==> src/rtl/spdif_subframe_decoder.sv <==
// Biphase-mark receiver: oversamples the optical line, measures run widths and
// rebuilds 28-bit subframes (slots 4-31) behind a preamble-qualified lock.
module spdif_subframe_decoder #(
    parameter int UI1_MIN        = 8,
    parameter int UI1_MAX        = 24,
    parameter int UI2_MAX        = 40,
    parameter int UI3_MAX        = 57,
    parameter int LOCK_SUBFRAMES = 4
) (
    input  logic        clk_in,
    input  logic        rst_in_n,
    input  logic        din,
    output logic [23:0] sample_out,
    output logic        chan_out,
    output logic        block_start_out,
    output logic [2:0]  vuc_out,
    output logic        parity_err_out,
    output logic        valid_out,
    output logic        locked_out
);

    typedef enum logic [1:0] {PW_ERR, PW_1UI, PW_2UI, PW_3UI} pulse_e;
    typedef enum logic [1:0] {S_HUNT, S_PRE, S_DATA} state_e;

    localparam logic [2:0] LOCK_N  = 3'(LOCK_SUBFRAMES);
    localparam logic [5:0] CNT_MAX = 6'd63;

    logic       sync1_q, sync2_q, prev_q;
    logic       edge_w;
    logic [5:0] cnt_q, cnt_d;
    logic       timeout_w;
    pulse_e     cls_q;
    logic       cls_vld_q;

    state_e      state_q;
    logic [1:0]  run_idx_q;
    pulse_e      run1_q, run2_q;
    logic [4:0]  bit_idx_q;
    logic        half_q;
    logic [27:0] shreg_q;
    logic [2:0]  lock_q;
    logic        pre_chan_q, pre_blk_q;

    logic [23:0] sample_q;
    logic        chan_q, blk_q, perr_q, valid_q, locked_q;
    logic [2:0]  vuc_q;

    logic        pre_b_w, pre_m_w, pre_w_w, pre_hit_w;
    logic        err_w, bit_done_w, bit_val_w, last_bit_w;
    logic [27:0] word_w;
    logic [2:0]  lock_inc_w;

    function automatic pulse_e classify(input logic [5:0] w);
        pulse_e c;
        if (w < 6'(UI1_MIN))       c = PW_ERR;
        else if (w <= 6'(UI1_MAX)) c = PW_1UI;
        else if (w <= 6'(UI2_MAX)) c = PW_2UI;
        else if (w <= 6'(UI3_MAX)) c = PW_3UI;
        else                       c = PW_ERR;
        return c;
    endfunction

    always_ff @(posedge clk_in or negedge rst_in_n) begin
        if (!rst_in_n) begin
            sync1_q <= 1'b0;
            sync2_q <= 1'b0;
            prev_q  <= 1'b0;
        end else begin
            sync1_q <= din;
            sync2_q <= sync1_q;
            prev_q  <= sync2_q;
        end
    end

    assign edge_w    = sync2_q ^ prev_q;
    assign timeout_w = (cnt_q == CNT_MAX);

    always_comb begin
        cnt_d = cnt_q;
        if (edge_w) begin
            cnt_d = 6'd1;
        end else if (cnt_q != CNT_MAX) begin
            cnt_d = cnt_q + 6'd1;
        end
    end

    // The run width is classified one cycle after the edge; the FSM consumes it next.
    always_ff @(posedge clk_in or negedge rst_in_n) begin
        if (!rst_in_n) begin
            cnt_q     <= 6'd1;
            cls_q     <= PW_ERR;
            cls_vld_q <= 1'b0;
        end else begin
            cnt_q     <= cnt_d;
            cls_q     <= classify(cnt_q);
            cls_vld_q <= edge_w;
        end
    end

    assign pre_b_w   = (run1_q == PW_1UI) && (run2_q == PW_1UI) && (cls_q == PW_3UI);
    assign pre_m_w   = (run1_q == PW_3UI) && (run2_q == PW_1UI) && (cls_q == PW_1UI);
    assign pre_w_w   = (run1_q == PW_2UI) && (run2_q == PW_1UI) && (cls_q == PW_2UI);
    assign pre_hit_w = pre_b_w || pre_m_w || pre_w_w;

    always_comb begin
        err_w      = timeout_w;
        bit_done_w = 1'b0;
        bit_val_w  = 1'b0;
        if (cls_vld_q) begin
            if (cls_q == PW_ERR) begin
                err_w = 1'b1;
            end else if (state_q == S_PRE) begin
                if (run_idx_q == 2'd3 && !pre_hit_w) err_w = 1'b1;
            end else if (state_q == S_DATA) begin
                if (bit_idx_q == 5'd28) begin
                    // Only a preamble may follow the parity slot.
                    if (cls_q != PW_3UI) err_w = 1'b1;
                end else begin
                    case (cls_q)
                        PW_1UI: begin
                            if (half_q) begin
                                bit_done_w = 1'b1;
                                bit_val_w  = 1'b1;
                            end
                        end
                        PW_2UI: begin
                            if (half_q) err_w = 1'b1;
                            else        bit_done_w = 1'b1;
                        end
                        default: err_w = 1'b1;
                    endcase
                end
            end
        end
    end

    assign word_w     = {bit_val_w, shreg_q[27:1]};
    assign last_bit_w = bit_done_w && (bit_idx_q == 5'd27);
    assign lock_inc_w = (lock_q == LOCK_N) ? lock_q : lock_q + 3'd1;

    always_ff @(posedge clk_in or negedge rst_in_n) begin
        if (!rst_in_n) begin
            state_q    <= S_HUNT;
            run_idx_q  <= 2'd0;
            run1_q     <= PW_ERR;
            run2_q     <= PW_ERR;
            bit_idx_q  <= 5'd0;
            half_q     <= 1'b0;
            shreg_q    <= '0;
            lock_q     <= 3'd0;
            pre_chan_q <= 1'b0;
            pre_blk_q  <= 1'b0;
            sample_q   <= '0;
            chan_q     <= 1'b0;
            blk_q      <= 1'b0;
            vuc_q      <= '0;
            perr_q     <= 1'b0;
            valid_q    <= 1'b0;
            locked_q   <= 1'b0;
        end else begin
            valid_q <= 1'b0;
            if (err_w) begin
                state_q  <= S_HUNT;
                half_q   <= 1'b0;
                lock_q   <= 3'd0;
                locked_q <= 1'b0;
            end else if (cls_vld_q) begin
                case (state_q)
                    S_HUNT: begin
                        if (cls_q == PW_3UI) begin
                            state_q   <= S_PRE;
                            run_idx_q <= 2'd1;
                        end
                    end
                    S_PRE: begin
                        case (run_idx_q)
                            2'd1: begin
                                run1_q    <= cls_q;
                                run_idx_q <= 2'd2;
                            end
                            2'd2: begin
                                run2_q    <= cls_q;
                                run_idx_q <= 2'd3;
                            end
                            default: begin
                                state_q    <= S_DATA;
                                bit_idx_q  <= 5'd0;
                                half_q     <= 1'b0;
                                pre_chan_q <= pre_w_w;
                                pre_blk_q  <= pre_b_w;
                            end
                        endcase
                    end
                    S_DATA: begin
                        if (bit_idx_q == 5'd28) begin
                            state_q   <= S_PRE;
                            run_idx_q <= 2'd1;
                        end else if (bit_done_w) begin
                            shreg_q   <= word_w;
                            bit_idx_q <= bit_idx_q + 5'd1;
                            half_q    <= 1'b0;
                            if (last_bit_w) begin
                                lock_q   <= lock_inc_w;
                                locked_q <= (lock_inc_w == LOCK_N);
                                if (lock_inc_w == LOCK_N) begin
                                    valid_q  <= 1'b1;
                                    sample_q <= word_w[23:0];
                                    vuc_q    <= {word_w[24], word_w[25], word_w[26]};
                                    perr_q   <= ^word_w;
                                    chan_q   <= pre_chan_q;
                                    blk_q    <= pre_blk_q;
                                end
                            end
                        end else begin
                            half_q <= 1'b1;
                        end
                    end
                    default: state_q <= S_HUNT;
                endcase
            end
        end
    end

    assign sample_out      = sample_q;
    assign chan_out        = chan_q;
    assign block_start_out = blk_q;
    assign vuc_out         = vuc_q;
    assign parity_err_out  = perr_q;
    assign valid_out       = valid_q;
    assign locked_out      = locked_q;

endmodule

==> config.mk <==
export PLATFORM = sky130hd
export DESIGN_NAME = spdif_subframe_decoder
export DESIGN_NICKNAME = d
export VERILOG_FILES = /design/src/rtl/spdif_subframe_decoder.sv
export SDC_FILE = /design/constraint.sdc
export NUM_CORES = 1
export LEC_CHECK = 0
export CAP_MARGIN = 15
export CORE_MARGIN = 10
export CORE_UTILIZATION = 40
export CTS_CLUSTER_DIAMETER = 30
export DETAILED_ROUTE_END_ITERATION = 7
export PLACE_DENSITY = 0.59
export SYNTH_ARGS = -nofsm -noshare
export SYNTH_HDL_FRONTEND = slang
export SYNTH_SLANG_ARGS = --single-unit
export TNS_END_PERCENT = 50
==> constraint.sdc <==
create_clock -name clk_in -period 6.9 [get_ports clk_in]
set_input_delay 2.07 -clock clk_in [delete_from_list [all_inputs] [get_ports clk_in]]
set_output_delay 2.07 -clock clk_in [all_outputs]
set_load 0.02 [all_outputs]
==> results of run 1 <==
[cells in the mapped netlist, drive strengths merged (2+ instances only)]
cell type | count | area, um^2
o21ai | 17 | 85.1
ha | 14 | 175
a21oi | 4 | 20.0
nor3 | 4 | 20.0
nand2 | 20 | 75.1
dfrtp | 89 | 2230
nor2b | 5 | 31.3
mux2 | 57 | 747
nor4b | 2 | 17.5
xnor2 | 27 | 236
xor2 | 3 | 26.3
nand4 | 3 | 18.8
o31ai | 4 | 30.0
inv | 14 | 52.6
or4 | 2 | 18.8
o211ai | 2 | 20.0
mux2i | 6 | 60.1
o31a | 2 | 17.5
nand3b | 3 | 35.0
nand2b | 6 | 37.5
and4 | 2 | 18.8
nor2 | 17 | 66.3
buf | 11 | 76.3
a31oi | 3 | 18.8
o21a | 2 | 15.0
nand3 | 5 | 25.0
[final cells by class]
class / instances / area, um^2 / area share [%]
Sequential cell: 90 / 2250 / 44.4
Timing Repair Buffer: 36 / 353 / 6.96
Multi-Input combinational cell: 231 / 2010 / 39.7
Inverter: 14 / 52.6 / 1.04
Clock inverter: 6 / 97.6 / 1.92
Tap cell: 140 / 175 / 3.46
Clock buffer: 10 / 128 / 2.52
[stage by stage]
stage / cell area (um^2) / util (%) / cells
after global routing: 5070 / 47.0 / 527
after global placement: 4840 / 44.9 / 511
after floorplan: 4390 / - / 346
after CTS: 5070 / 47.0 / 527
after detailed placement: 4840 / 44.9 / 511
final: 5070 / 47.0 / 527
[worst max-delay path by stage]
stage / end / depth (start not counted)
finish: vuc_out[1] / 1
CTS: vuc_out[1] / 1
floorplan: locked_out / 0
global placement: bit_idx_q[0] / 2
global route: vuc_out[1] / 1
detailed placement: vuc_out[2] / 7
[worst register-to-register path: cells and delay by family (launching register included)]
family,cells,cell delay (ns)
and+or+nand+nor,3,1.33
muxes,1,0.54
AOI/OAI and AO/OA,1,0.51
DFF,1,0.39
adders and majority gates,1,0.22
buffers and inverters,1,0.10
[power groups by stage]
stage	Clock, W	Sequential (W)	Combinational (W)
after floorplan	0	0.000549	0.0000243
after global placement	0	0.000551	0.0000410
after detailed placement	0	0.000551	0.0000414
after CTS	0.000415	0.000541	0.0000416
after global routing	0.000435	0.000542	0.0000467
final	0.000400	0.000541	0.0000403
[layout by cell type, fill, tap and decap left out, drive strengths merged, types with 3 or more instances in the layout]
cell type	count
ha	14
nand3	5
nor3	4
a21oi	4
mux2i	6
mux2	57
clkbuf	10
inv	16
nand3b	3
xor2	3
dfrtp	89
nand2	20
xnor2	27
nor2	17
o21ai	17
buf	3
clkdlybuf4s50	33
o31ai	4
nand4	3
nor2b	5
a31oi	3
nand2b	6
[layer usage]
| layer | up-vias | track usage (%) |
|---|---|---|
| met3 | 9 | 2.81 |
| met4 | 0 | 3.36 |
| li1 | 1291 | - |
| met5 | - | 0 |
| met2 | 40 | 17.3 |
| met1 | 1325 | 13.1 |
[flip-flops by register name (all words and copies together), names as in the netlist, 2 cells and up]
signal / flops
shreg_q: 27
sample_out: 24
cnt_q: 6
bit_idx_q: 5
lock_q: 3
vuc_out: 3
cls_q: 2
run1_q: 2
run2_q: 2
run_idx_q: 2
state_q: 2
[logic make-up after synthesis]
logic type      Yosys count  share of synthesized area (%)
flops                    90                           51.3
fa+ha+maj                14                           3.99
simple gates             77                           9.77
buf+inv                  25                           2.93
mux                      63                           18.4
compound gates           47                           7.66
xor+xnor                 30                           5.98
==> results.txt, run 1 <==
* Status: finished, final reports clean
- The tool flagged a number of max-cap violations equal to 0.
- HPWL reported at the end of detailed placement: around 5.7 mm
* Initial DRC Count: 136
* Sinks on the clock net: 90
* H-Tree Level Count: 3
- Die area: 15600 um^2
- Insertion delay to the later sink of the worst-skew pair: around 0.35 ns
- The number of hold-slack violations in the final timing report came to 0.
- Netlist Area Pre-Place: 4390 um^2
* First-pass GRT wire length: 14.1 mm
- Routability-driven placement finished with a final weighted congestion of 0.842.
- Achievable frequency: 292 MHz
* Total global-route track usage: 10.5%
* Synth Register Bits: 90
* Class of the most critical hold timing path: flop to flop
- For this design the static power due to leakage is ~2.4 nW.
- Die extent in x: 125 um
- Row generation in the floorplan step produced 38 rows.
- 0 antenna diodes ended up in the layout.
- Internal power consumption: 0.000756 W
* Worst max-slew margin expressed relative to the limit: 53.6%
- Minimum period implied by the final worst setup slack: 3.43 ns
* Launch point of the worst path: vuc_out[1]
* I/O pin count: 35
- Across all register-to-register paths, the minimum setup slack is ~3.7 ns.
- After clock tree synthesis, the flow added hold-fix buffers numbering 0.
- WL per Instance: 15.3 um
- Cts bufs inserted: 9
* Via-to-Cell Ratio: 5.06
- Final number of setup-violating endpoints: 0
- In the detailed route, the total length drawn on met2 is 3.85 mm.
- Overall via count from detail_route: roughly 2700
- Starting density of the core: slightly above 40%
* YS warnings: 0
* Part of the power in the clock network: 40.8%
* Setup repair after global routing missed its margin: no
- Of all flip-flops after synthesis, the portion carrying an async set or reset was 100%.
- On the final layout, the worst hold slack is 0.376 ns.
* Required time of the critical path: 4.83 ns
- The clock passes through at most 2 buffers.
- Setup ws final: 3.47 ns
- Global routing finished with a remaining overflow of 0.
- In this run the mean area of a mapped cell was 12.7 um^2.
- Clock-pin slew reported for the worst setup and hold paths after clock tree synthesis: ~0.090 ns
- WL met3: 296 um
* Top delay family on crit path: buffers and inverters
* Number of distinct standard cells referenced by the synthesized netlist: 59
- Dividing total power by cell area gives a power density of 194 nW/um^2.
* Highest signal layer in the routed design: met4
- From synthesis to final layout, the design area changed by 15.4%.
- Final Power: around 0.001 W
* Number of search-and-repair iterations in the first detailed-routing pass: 4
- Relative contribution of combinational cells to total power: 4.1%
* # Post-CTS Setup Buffers: 0
- Pin count of the biggest net entering global routing: 51
- For this design, the slowest cell found on the critical path is clkdlybuf4s50_1.
- Class of the most critical setup path: flop to primary output
- For the pin with the worst max-slew slack, the measured transition is ~0.70 ns.
- Fraction of final layout cells with drive strength greater than 1: 19.9%
- The number of cells on the worst reg-to-reg path is 7.
* Reg-to-Reg Start: cls_q[0]
- Critical path fanouts, max: 2
- After layout, the worst path uses 49.6% of the clock period.
- The worst hold path terminates at sync2_q.
- Number of remaining DRC errors: 0
- Worst path bufs/invs: 1
* PortBufs: 34
- Routed length on met1: 3.82 mm
- Critical path's largest stage delay: 0.63 ns
* Clock Root Buffer: clkbuf_8
* Max Clock Skew: 0.0157 ns
* Dominant register cell in the synthesized netlist: dfrtp_1
- Die Y-Extent: 125 um
- TritonCTS built the clock tree.
- The via count of the first global-routing pass is 2841.
- The number of antenna violations at the first check in global routing came to 0.
- In this run, flip-flops and latches consume 55.1% of the power.
- Worst hold path stage count: 0
- Reg2reg end: vuc_out[2]
- Post-Syn Instances: approximately 350
- Capturing element type of the critical path: primary output
- The max-slew violation count came to 0.
- NetSw: 0.000226 W
* Count of antenna-violating nets left after detailed routing: 0
* Worst Min Path Start: sync1_q
* Crit path arrival time: 1.36 ns
* Ordered list of cells on the worst path: clkdlybuf4s50_1
- Post-CTS repair changed the size of 0 cells.
- For this run, the register share of the synthesized area comes to 51.3%.
- Fill cells in the final layout number between 1000 and 1500.
- Largest voltage drop on the vdd net: 0.120 mV
- The worst setup path is launched from a flop.
- Wire length reported by the detailed router: 8.08 mm
- After the last flow step, the layout net total stands at 399.
- Of the total power, the share spent switching nets is 23.0%.
- The core region is 10800 um^2.
- Total negative slack: 0 ns
* Post-synth EDFFs: 0
* Post-synthesis net count: ~360
* Worst setup slack before clock tree synthesis: about 3.7 ns
(Power assumes the default switching activity.)
==> run 2: changes to the inputs <==
PLACE_DENSITY = 0.62   (was 0.59)
clock period = 2.9 ns   (was 6.9 ns; I/O delays follow)
==> run 2 against run 1 <==
Effect of this change: first-iteration DRC count grew 37%; sequential share of layout area decreased by 0.70 points; final cell count increased by 1.1%; sequential power up 140%; core utilization grew 0.75 points; clock skew is 0.0033 ns lower; clock power up 140%; register-to-register slack worse by 3.5 ns; cell area up 1.6%; count of clock-buffer cells in the layout did not move; wire length shrank 2.5%; critical endpoint is now vuc_out[2].
==> results.txt, run 2 (synthesized netlist as in run 1, its figures left out) <==
* Worst Min Path Start: sync1_q
- Leaving out fill and tap cells, the most frequent cell in the layout is dfrtp_1.
- Row count: 38 (unchanged)
- Total global-route track usage: 10.4% (-0.12 points)
- Via-to-Cell Ratio: 5.14 (+1.6%)
* Starting density of the core: 40.7% (unchanged)
- The wire length reported by the detailed router is 7.88 mm (-2.5%).
- TritonCTS built the clock tree.
- The worst setup path is captured at a flop.
* Fill cell total of the finished layout: 963 (-4.4%)
- The detailed-routing iteration count for the pre-antenna-repair pass came to 4 (unchanged).
- The required time of the critical path came to 3.15 ns (-1.68 ns).
- The run finished with clean final reports.
- The internal reg-to-reg setup slack came to 0.22 ns (-3.47 ns).
- Bufs on Longest Clock Path: 2 (unchanged)
- Max FFs per register: 27 (unchanged)
- The post-CTS setup buffer count came to 0 (unchanged).
- Worst hold path stage count: 0 (unchanged)
* I/O pin count: 35 (unchanged)
- Overall via count from detail_route: 2739 (+2.8%)
- Sinks on the clock net: 90 (unchanged)
* Max-slew violation count: 0 (unchanged)
- The worst setup path is launched from a flop.
* Hold path endpoint: sync2_q
* Achievable frequency: 373 MHz
* Max_cap viols: 0 (unchanged)
- Minimum period implied by the final worst setup slack: 2.68 ns
- Initial antenna violation count: 0 (unchanged)
- Clock-pin slew reported for the worst setup and hold paths after clock tree synthesis: 0.09 ns (about the same)
* Final Net Count: 405 (+1.5%)
- The routed wire length per instance was 14.8 um (-3.6%).
- Most frequent cells in the layout: dfrtp_1, clkdlybuf4s50_1, mux2_4, xnor2_1, mux2_2
- Worst Max-Slew Pin Slew: 0.586 ns (-0.110 ns)
- The number of I/O port buffers came to 34 (unchanged).
- The first-iteration detailed-routing DRC count came to 186 (+37%).
- Insertion delay to the later sink of the worst-skew pair: 0.36 ns (about the same)
- Reg2reg end: vuc_out[2]
- HPWL reported at the end of detailed placement: 5.70 mm (+0.68%)
- The register cell area after layout was 2250 um^2 (unchanged).
- The post-detailed-route count of antenna-violating nets is 0 (unchanged).
- In this run the critical register-to-register path is launched from cls_q[0].
* Die area: 15600 um^2 (unchanged)
- Max Clock Skew: 0.0124 ns (-0.00332 ns)
- The data arrival time of the critical path was 2.93 ns (+1.57 ns).
- Clock Root Buffer: clkbuf_8
- In this run the worst setup path begins at cls_q[0].
- Die Y-Extent: 125 um (unchanged)
- The number of cell instances on the worst register-to-register path was 8 (+1).
- The critical path is of the flop to flop type.
- The tightest min-delay check is of the flop to flop type.
- Setup repair after global routing left no endpoint under its margin.
- Ranked by flip-flop count, first place goes to shreg_q.
- Gp weighted congestion: 0.791 (-6.1%)
* Number of global-route vias before repair: 2853 (+0.42%)
* LEAKAGE: 2.41 nW (+1.8%)
- H-Tree Level Count: 3 (unchanged)
* Total core area: 10800 um^2 (unchanged)
* Fraction of final layout cells with drive strength greater than 1: 21.1% (+1.2 points)
- Antenna diode instance count: 0 (unchanged)
- The first-pass GRT wire length is 13.8 mm (-2.2%).
- The headroom to the max-slew limit is 60.9% (+7.3 points).
- The remaining global-route overflow was 0 (unchanged).
* Area taken by multi-input logic gates: 2010 um^2 (unchanged)
- The width of the chip was 125 um (unchanged).
- Final Cycle Share: slightly above 90%
- The worst-case vdd ir drop was 0.254 mV (+110%).
- The number of remaining DRC errors is 0 (unchanged).
- Power per Cell Area: 457 nW/um^2 (+140%)
- The post-cts repair resize count came to 0 (unchanged).
* Pin count of the biggest net entering global routing: 43 (-16%)
* Final number of setup-violating endpoints: 0 (unchanged)
* Cts bufs inserted: 9 (unchanged)
* Total negative slack: 0 ns (unchanged)
- The largest fanout of any net on the critical path came to 9 (+7).
* Hold buffers post-CTS: 0 (unchanged)
* Utilization of the core after routing: 47.7% (+0.75 points)
- Area Overhead vs Synth: 17.3%
- Final hold violation count: 0 (unchanged)
## run 2: changes by cell type in the layout (fill, tap and decap cells not counted)
cell        before  now
buf_12           0    3
buf_4            3    6
clkinv_4         2    0
clkinvlp_4       0    1
inv_6            1    2
## run 2: worst max-delay path by stage
stage,to,slack (ns),cells past startpoint
floorplan,block_start_out,0.56,10
global placement,vuc_out[2],0.29,8
detailed placement,vuc_out[2],0.23,8
CTS,vuc_out[2],0.22,8
global route,vuc_out[2],0.03,8
finish,vuc_out[2],0.22,8
## run 2: layout make-up
| type | count | area share [%] |
|---|---|---|
| multi-input cells | 231 | 39.0 |
| well taps | 140 | 3.40 |
| repair buffers | 42 | 8.45 |
| inverters | 14 | 1.02 |
| clock inverters | 6 | 1.87 |
| flip-flops and latches | 90 | 43.7 |
| clock buffers | 10 | 2.48 |
## run 2: critical path: stages, from the launching register on
cell and delay [ns]:
dfrtp_1 0.38, inv_1 0.08, ha_1 0.21, nand2b_1 0.30
a2111oi_4 0.40, and4_1 0.39, nand3b_4 0.23, buf_4 0.25
mux2_1 0.32
## run 2: where the power goes
group          switching, W  leakage, nW  internal [W]   total, W
clock network      0.000474        0.109      0.000498   0.000972
logic             0.0000631         1.06     0.0000332  0.0000963
registers         0.0000182         1.24       0.00127    0.00129
## run 2: metal layers
layer,global-route usage [%],vias up,wire [um]
met5,0,-,0
met4,3.70,0,107
met3,3.96,11,450
met2,17.0,58,3870
met1,12.2,1366,3440
li1,-,1304,-
## run 2: stage by stage
step	instances	setup WS [ns]	power, W	hold WS [ns]	instance area, um^2
2_1_floorplan	346	0.558	0.00136	0.331	4390
3_3_place_gp	517	0.293	0.00141	0.335	4930
3_5_place_dp	517	0.233	0.00141	0.335	4930
4_1_cts	533	0.222	0.00240	0.357	5150
5_1_grt	533	0.0270	0.00246	0.375	5150
6_report	533	0.220	0.00236	0.357	5150
==> run 3: changes to the inputs <==
PLACE_DENSITY = default   (was 0.62)
PLACE_DENSITY_LB_ADDON = 0.25   (was default)
==> run 3 against run 2 <==
Effect of this change: clock skew up 0.00080 ns; first-iteration DRC count down 19%; combinational power up 1%; register-to-register slack better by 0.06 ns; sequential power about the same; count of clock-buffer cells in the layout down 1; clock power down 4.2%; power down 1.8%; hold slack better by 0.013 ns; critical path type unchanged; largest power group unchanged.
==> results.txt, run 3 (synthesized netlist as in run 1, its figures left out) <==
- Setup crit start kind: flop
* LEAKAGE: 2.39 nW (-0.92%)
* Final number of setup-violating endpoints: 0 (unchanged)
* WL per Instance: 15.0 um (+1.6%)
- Most common cell after layout, fill and taps aside: dfrtp_1
- Worst setup path endpoint: parity_err_out
- The required time of the critical path came to 3.16 ns (about the same).
* Most frequent cells in the layout: dfrtp_1, clkdlybuf4s50_1, mux2_4, xnor2_1, mux2_2
- Antenna diode instance count: 0 (unchanged)
- Die extent in x: 125 um (unchanged)
- The ratio of final minimum period to clock period came to 90.4% (-2.0 points).
- The headroom to the max-slew limit is 61.3% (+0.35 points).
* Cts bufs inserted: 9 (unchanged)
* Most flops, register: shreg_q
- The number of antenna violations at the first check in global routing is 0 (unchanged).
- Achievable frequency: 381 MHz (+2.2%)
- Power per Cell Area: 453 nW/um^2 (-0.90%)
- Number of global-route vias before repair: 2704 (-5.2%)
* Wire length reported by the detailed router: 7.97 mm (+1.2%)
- Max_cap viols: 0 (unchanged)
* Switching fraction of total power: 25.4% (+1.8 points)
- H-Tree Level Count: 3 (unchanged)
* Initial DRC Count: 150 (-19%)
- Internal power consumption: 0.00173 W (-4.1%)
- Via-to-Cell Ratio: 5.02 (-2.3%)
- Launch point of the worst path: cnt_q[0]
- Max FFs per register: 27 (unchanged)
* Largest voltage drop on the vdd net: 0.276 mV (+8.4%)
* Part of the power in registers: 55.6% (+1.0 points)
- The first-pass GRT wire length was 13.8 mm (+0.55%).
* Bufs on Longest Clock Path: 2 (unchanged)
* Area Overhead vs Synth: 16.2%
* Hold buffers post-CTS: 0 (unchanged)
- The detailed-routing iteration count for the pre-antenna-repair pass was 4 (unchanged).
* Total congestion overflow: 0 (unchanged)
- The net count reported at finish is 403 (-0.49%).
- Starting density of the core: 40.7% (unchanged)
- Overall via count from detail_route: 2666 (-2.7%)
- The core region area came to 10800 um^2 (unchanged).
- The measured slew at the worst slew-check pin is 0.581 ns (-0.00525 ns).
* Number of remaining DRC errors: 0 (unchanged)
- The setup skew after layout is 0.0132 ns (+0.000800 ns).
* Die Y-Extent: 125 um (unchanged)
- The setup TNS came to 0 ns (unchanged).
- The internal reg-to-reg setup slack was 0.28 ns (+0.06 ns).
- Insertion delay to the later sink of the worst-skew pair: 0.36 ns (about the same)
* Cell count after placement: 515 (-0.39%)
- Clock Root Buffer: clkbuf_8
- Part of the power in the clock network: 40.2% (-1.1 points)
* Class of the most critical setup path: flop to flop
- Minimum period implied by the final worst setup slack: 2.62 ns (-0.0583 ns)
- Fraction of final layout cells with drive strength greater than 1: 21.0% (-0.15 points)
- Gp weighted congestion: 0.807 (+2.0%)
- The count of non-filler cells in the finished layout came to 531 (-0.38%).
* # Post-CTS Setup Buffers: 0 (unchanged)
* NetSw: 0.000588 W (+5.9%)
- Count of antenna-violating nets left after detailed routing: 0 (unchanged)
- The worst slack at placement is 0.261 ns (+0.0281 ns).
- The run finished with clean final reports.
- Reg-to-Reg Start: cnt_q[0]
- Total global-route track usage: 10.4% (-0.019 points)
* Clock tree from TritonCTS: built
* Clock-pin slew reported for the worst setup and hold paths after clock tree synthesis: 0.11 ns (+0.02 ns)
- The clock sink total came to 90 (unchanged).
- The post-cts repair resize count came to 0 (unchanged).
* Final hold violation count: 0 (unchanged)
- The full die area was 15600 um^2 (unchanged).
- Setup ws final: 0.279 ns (+0.0583 ns)
* Reg2reg end: parity_err_out
- Pin count of the biggest net entering global routing: 52 (+21%)
* Max-slew violation count: 0 (unchanged)
* Critical path fanouts, max: 19 (+10)
- Setup repair after global routing left no endpoint under its margin.
- Number of cells on the worst reg-to-reg path: 8 (unchanged)
- PortBufs: 34 (unchanged)
* Relative contribution of combinational cells to total power: 4.2% (about the same)
* Crit path arrival time: 2.88 ns (-0.05 ns)
- HPWL reported at the end of detailed placement: 5.64 mm (-1.1%)
- Capturing element type of the critical path: flop
- The path class of the tightest hold or removal check is flop to flop.
- Row count: 38 (unchanged)
* I/O pin count: 35 (unchanged)
run 3: cell count changes in the layout (fill, tap and decap cells not counted), sizes merged:
cell      before  now
clkbuf        10    9
bufinv         2    1
clkinvlp       1    0
clkinv         0    3
buf            9    7
run 3: metal layers:
layer,wire [um],GRT usage [%]
met1,3910,13.8
met5,0,0
met2,3720,16.3
met4,68,2.88
met3,273,2.77
run 3: final cells by class:
cell class	count	area, um^2
Clock inverter	7	95.1
Clock buffer	9	124
Inverter	14	52.6
Sequential cell	90	2250
Tap cell	140	175
Timing Repair Buffer	40	395
Multi-Input combinational cell	231	2010
Fill cell	978	5690
run 3: worst min-delay path by stage:
stage | end | cells past startpoint | startpoint
floorplan | sync2_q | 0 | sync1_q
global placement | sync2_q | 0 | sync1_q
detailed placement | sync2_q | 0 | sync1_q
CTS | sync2_q | 0 | sync1_q
global route | sync2_q | 0 | sync1_q
finish | sync2_q | 0 | sync1_q
run 3: through the flow:
stage | power [W] | instance area (um^2) | util, % | hold slack (ns)
finish | 0.00231 | 5110 | 47.3 | 0.370
global placement | 0.00141 | 4890 | 45.3 | 0.344
global route | 0.00242 | 5110 | 47.3 | 0.385
floorplan | 0.00136 | 4390 | - | 0.331
CTS | 0.00235 | 5110 | 47.3 | 0.384
detailed placement | 0.00141 | 4890 | 45.3 | 0.346
run 3: worst max-delay path, cell delays in order, from the launching register on:
cell,delay [ns]
dfstp_2,0.57
ha_1,0.23
nand2_1,0.14
nor2_2,0.33
a31oi_1,0.16
o211ai_2,0.23
nand3b_4,0.16
buf_4,0.34
mux2_1,0.35
run 3: power by group through the flow:
stage	registers (W)	clock network (W)	logic, W
floorplan	0.00131	0	0.0000577
global placement	0.00131	0	0.0000991
detailed placement	0.00131	0	0.000100
CTS	0.00129	0.000965	0.000101
global route	0.00129	0.00102	0.000113
finish	0.00129	0.000931	0.0000973
